==> src/rtl/instr_fetch_unit.sv <==
// Instruction fetch/issue sequencer: holds the PC, fetches words over a request/valid
// handshake and issues them to decode. Optional macro FETCH_BRANCH_STATS_EN enables TAKEN_COUNT.
module instr_fetch_unit #(
    parameter int PC_W    = 8,
    parameter int INSTR_W = 9,
    parameter int OPC_W   = 4
) (
    input  logic               CLK,
    input  logic               RESET,
    input  logic               START,
    input  logic [PC_W-1:0]    START_ADDR,
    output logic               IMEM_REQ,
    output logic [PC_W-1:0]    IMEM_ADDR,
    input  logic [INSTR_W-1:0] IMEM_RDATA,
    input  logic               IMEM_VALID,
    output logic [OPC_W-1:0]   OPCODE,
    output logic [INSTR_W-1:0] INSTR,
    output logic               INSTR_VALID,
    input  logic               ACCEPT,
    input  logic               BRANCH,
    input  logic               TAKEN,
    input  logic [PC_W-1:0]    BRANCH_TARGET,
    input  logic               HALT,
    output logic [PC_W-1:0]    PC,
    output logic               RUNNING,
    output logic [15:0]        INSTR_COUNT,
    output logic [15:0]        TAKEN_COUNT
);

    typedef enum logic [1:0] {
        S_IDLE,
        S_FETCH,
        S_ISSUE,
        S_HALTED
    } state_t;

    state_t               state;
    state_t               state_nxt;
    logic [PC_W-1:0]      pc_q;
    logic [INSTR_W-1:0]   instr_q;
    logic [15:0]          instr_cnt;
    logic                 start_ok;
    logic                 retire;
    logic                 take;

    always_comb begin
        start_ok = START && (state == S_IDLE || state == S_HALTED);
        retire   = (state == S_ISSUE) && ACCEPT;
        take     = retire && !HALT && BRANCH && TAKEN;
    end

    always_ff @(posedge CLK or posedge RESET) begin
        if (RESET) state <= S_IDLE;
        else       state <= state_nxt;
    end

    always_comb begin
        state_nxt = state;
        case (state)
            S_IDLE, S_HALTED: if (START) state_nxt = S_FETCH;
            S_FETCH:          if (IMEM_VALID) state_nxt = S_ISSUE;
            S_ISSUE:          if (ACCEPT) state_nxt = HALT ? S_HALTED : S_FETCH;
            default:          state_nxt = S_IDLE;
        endcase
    end

    always_ff @(posedge CLK or posedge RESET) begin
        if (RESET) begin
            pc_q      <= '0;
            instr_q   <= '0;
            instr_cnt <= '0;
        end else begin
            if (start_ok) begin
                pc_q      <= START_ADDR;
                instr_cnt <= '0;
            end else if (retire) begin
                if (instr_cnt != 16'hFFFF) instr_cnt <= instr_cnt + 16'd1;
                // A halt leaves the PC pointing at the halting instruction.
                if (!HALT) pc_q <= take ? BRANCH_TARGET : pc_q + PC_W'(1);
            end
            if (state == S_FETCH && IMEM_VALID) instr_q <= IMEM_RDATA;
        end
    end

`ifdef FETCH_BRANCH_STATS_EN
    logic [15:0] taken_cnt;

    always_ff @(posedge CLK or posedge RESET) begin
        if (RESET)                                taken_cnt <= '0;
        else if (start_ok)                        taken_cnt <= '0;
        else if (take && taken_cnt != 16'hFFFF)   taken_cnt <= taken_cnt + 16'd1;
    end

    assign TAKEN_COUNT = taken_cnt;
`else
    assign TAKEN_COUNT = 16'h0000;
`endif

    assign IMEM_REQ    = (state == S_FETCH);
    assign IMEM_ADDR   = pc_q;
    assign PC          = pc_q;
    assign INSTR       = instr_q;
    assign OPCODE      = instr_q[INSTR_W-1 -: OPC_W];
    assign INSTR_VALID = (state == S_ISSUE);
    assign RUNNING     = (state == S_FETCH) || (state == S_ISSUE);
    assign INSTR_COUNT = instr_cnt;

endmodule

==> config.mk <==
export PLATFORM = sky130hd
export DESIGN_NAME = instr_fetch_unit
export DESIGN_NICKNAME = d
export VERILOG_FILES = /design/src/rtl/instr_fetch_unit.sv
export SDC_FILE = /design/constraint.sdc
export NUM_CORES = 1
export LEC_CHECK = 0
export ABC_AREA = 1
export CORE_ASPECT_RATIO = 0.75
export CORE_UTILIZATION = 39
export CTS_CLUSTER_SIZE = 10
export DETAILED_ROUTE_END_ITERATION = 12
export GPL_TIMING_DRIVEN = 0
export PLACE_DENSITY = 0.82
export RECOVER_POWER = 25
export SETUP_SLACK_MARGIN = 0.02
export SYNTH_ARGS = -nofsm -noshare
export SYNTH_HDL_FRONTEND = slang
export SYNTH_SLANG_ARGS = --single-unit
export TNS_END_PERCENT = 1
==> constraint.sdc <==
create_clock -name CLK -period 1.6 [get_ports CLK]
set_input_delay 0.4 -clock CLK [delete_from_list [all_inputs] [get_ports CLK]]
set_output_delay 0.4 -clock CLK [all_outputs]
set_load 0.01 [all_outputs]
==> results_dict.tcl <==
set metrics [dict create \
    fin_util_pct 62.2 \
    row_count 24 \
    slew_headroom_pct 41.8 \
    fill_cells 533 \
    viasPerCell 4.65 \
    cts_hold_buf 0 \
    skew_ns 0.00571 \
    p_per_area_nw_per_um2 1560 \
    cts_buffers 5 \
    antenna_found_initial 0 \
    insertedDiodeCount 0 \
    synth_xor_area_share_pct 3.32 \
    root_buffer "clkbuf_8" \
    ios 97 \
    die_area_um2 6400 \
    synth.avg_cell_area_um2 7.12 \
    post_drt_wl_per_cell_um 12.7 \
    area_growth_pct 52.8 \
    die_h_um 69.5 \
    grt_use_total_pct 21.7 \
    cts_num_sinks 35 \
    irDropWorstVdd_mv 0.634 \
    start_kind "flop" \
    path_clk_slew_ns 0.07 \
    hold_path_class "flop to flop" \
    m1WireLength_um 3100 \
    met3WireLength_um 445 \
    regArea_um2 900 \
    post-route-min-period_ns 1.63 \
    ant_nets 0 \
    initial_core_util_pct 40.7 \
    clk_latency_ns 0.28 \
    ys_warn_count 0 \
    drc 0 \
    drt_pass1_iterations 4 \
    rsz0062_at_grt "true" \
    ys_seq_area_share_pct 36.9 \
    top_layer_used "met4" \
    min_path_cells 1 \
    worst_r2r_path_depth 10 \
    worstPathMaxFanout 4 \
    cts_tree "built" \
    io_buffer_count 80 \
    synthMuxAreaShare_pct 4.27 \
    globalRouteOverflowTotal 0 \
    r2r-end "INSTR_COUNT[0]$_DFFE_PP0P_" \
    nets 490 \
    ys_ff_latch 35 \
    synth_top_family_by_area "simple AND/OR/NAND/NOR gates" \
    drt_iter0_drc 128 \
    syn_inst 333 \
    dp_hpwl_um 4870 \
    layout_commonest_cell "nand2_1" \
    netlist_area_um2 2370 \
    wirelength_um 6760 \
    vias 2470 \
    worst_pin_slew_ns 0.872 \
    report.final.slew_viol_count 0 \
    synth-simple-area-share_pct 30.8 \
    fmax_mhz 615 \
    multiInputGateArea_um2 1240 \
    htree_levels 2 \
    grt_pass1_wl_um 10900 \
    path_cells "inv_1 -> ha_2 -> clkdlybuf4s15_2" \
    fin_ws_ns -0.0267 \
    ys_types 22 \
    gp_congestion 0.888 \
    required_ns 1.20 \
    cts.path.max_buffers 2 \
    r2r_start "state[1]$_DFFE_PP0P_" \
    synthAdderAreaFrac_pct 2.11 \
    first_global_vias 2259 \
    hold_violations 0 \
    whs_ns 0.508 \
    hold_end "INSTR[4]$_DFFE_PP0P_" \
    violations "negative setup slack" \
    die_w_um 92.0 \
    setup_viol 1 \
    grt_max_degree 21 \
    wl_met2_um 3200 \
    synth-compound-area-share_pct 6.28 \
    cp.arrival_ns 1.23 \
    slowest_delay_ns 0.41 \
    r2r_slack_ns 0.03 \
    core_area_um2 5830 \
    p_leak_nw 1.81 \
    final_cell_mix "nand2_1 (97), buf_4 (56), nor2_1 (39), clkdlybuf4s50_1 (32), inv_1 (31)" \
    maxCapViolCount 0 \
    crit_type "flop to primary output" \
    min_from "INSTR[4]$_DFFE_PP0P_" \
    critPathCaptureType "primary output" \
    drive_gt1_share_pct 26.0 \
    worstSetupStartpoint "state[1]$_DFFE_PP0P_" \
    post-route-period-util_pct 102 \
    crit_path_top_delay_cell "dfrtp_1" \
    status "complete, but fails checks" \
]
-- per-layer routing --
metal	vias to the layer above	global-route usage, %
li1	1252	-
met1	1137	30.4
met2	79	34.5
met3	2	4.28
met4	0	5.03
met5	-	0
-- Yosys cell counts --
| master | count | share of area (%) |
|---|---|---|
| nand2_2 | 2 | 0.53 |
| ha_1 | 4 | 2.1 |
| xor2_1 | 7 | 2.6 |
| conb_1 | 1 | 0.16 |
| inv_1 | 34 | 5.4 |
| nor2_1 | 39 | 6.2 |
| nand4_1 | 7 | 1.8 |
| clkbuf_1 | 2 | 0.32 |
| o22ai_1 | 3 | 0.79 |
| inv_2 | 1 | 0.16 |
| or2_2 | 1 | 0.26 |
| dfrtp_1 | 35 | 37 |
| nand3_1 | 27 | 5.7 |
| mux2_2 | 9 | 4.3 |
| xnor2_1 | 2 | 0.74 |
| o21ai_0 | 23 | 4.9 |
| nand2_1 | 98 | 16 |
| a21oi_1 | 3 | 0.63 |
| buf_2 | 2 | 0.42 |
| nor2_2 | 3 | 0.79 |
| buf_6 | 2 | 0.95 |
| buf_4 | 28 | 8.9 |
-- flip-flops by register name, summed over array words and instances, names as in the netlist --
name / cells
INSTR_COUNT: 16
INSTR: 9
IMEM_ADDR: 8
state: 2
-- what timing repair did --
item / 4_1_cts / 5_1_grt
gates cloned: 0 / 0
pin swaps: 2 / 1
setup buffers: 10 / 7
endpoints found under the setup margin: 68 / 31
gates resized for setup: 83 / 26
-- stage by stage --
| stage | setup TNS (ns) | cell area, µm² | setup WS [ns] | instances | power (W) |
|---|---|---|---|---|---|
| 2_1_floorplan | 0 | 2430 | 0.00672 | 348 | 0.00327 |
| 3_3_place_gp | -23.30 | 3330 | -0.427 | 506 | 0.00461 |
| 3_5_place_dp | -8.63 | 3360 | -0.441 | 507 | 0.00472 |
| 4_1_cts | -0.0976 | 3530 | -0.0728 | 524 | 0.00548 |
| 5_1_grt | -1.26 | 3620 | -0.0926 | 531 | 0.00610 |
| 6_report | -0.0267 | 3620 | -0.0267 | 531 | 0.00566 |
-- worst max-delay path by stage --
| stage | endpoint | slack (ns) | depth (start not counted) |
|---|---|---|---|
| 3_3_place_gp | INSTR_COUNT[0]$_DFFE_PP0P_ | -0.43 | 2 |
| 4_1_cts | INSTR_COUNT[12] | -0.07 | 1 |
| 6_report | IMEM_REQ | -0.03 | 3 |
| 3_5_place_dp | IMEM_ADDR[2]$_DFFE_PP0P_ | -0.44 | 7 |
| 5_1_grt | IMEM_ADDR[7]$_DFFE_PP0P_ | -0.09 | 11 |
| 2_1_floorplan | INSTR_COUNT[10]$_DFFE_PP0P_ | 0.007 | 10 |
-- logic make-up after synthesis --
group / after synthesis
other: 1
DFF: 35
xor gates and xnor gates: 9
and+or+nand+nor: 177
AOI/OAI and AO/OA: 29
buffers and inverters: 69
muxes: 9
adders and majority gates: 4
-- power by group --
part | leakage [nW] | total, W | internal (W) | switching (W)
logic | 1.34 | 0.00348 | 0.00176 | 0.00172
registers | 0.420 | 0.00153 | 0.00123 | 0.000309
clock network | 0.0470 | 0.000644 | 0.000338 | 0.000307
total | 1.81 | 0.00566 | 0.00332 | 0.00233
-- critical path, delay by kind of cell (launching register included) --
kind / cells / cell delay [ns]
DFF: 1 / 0.41
buffers and inverters: 2 / 0.32
adders and majority gates: 1 / 0.21
-- cell type report --
type                       instances  share of cell area (%)
buffer                            34                    7.22
clock buffer                       6                    2.28
clock inverter                     1                   0.138
inverter                          35                    3.69
multi-input combinational        244                    34.3
sequential                        35                    24.8
tap                               78                    2.69
timing repair buffer              98                    24.9
Power figures use the tool's default switching activity.
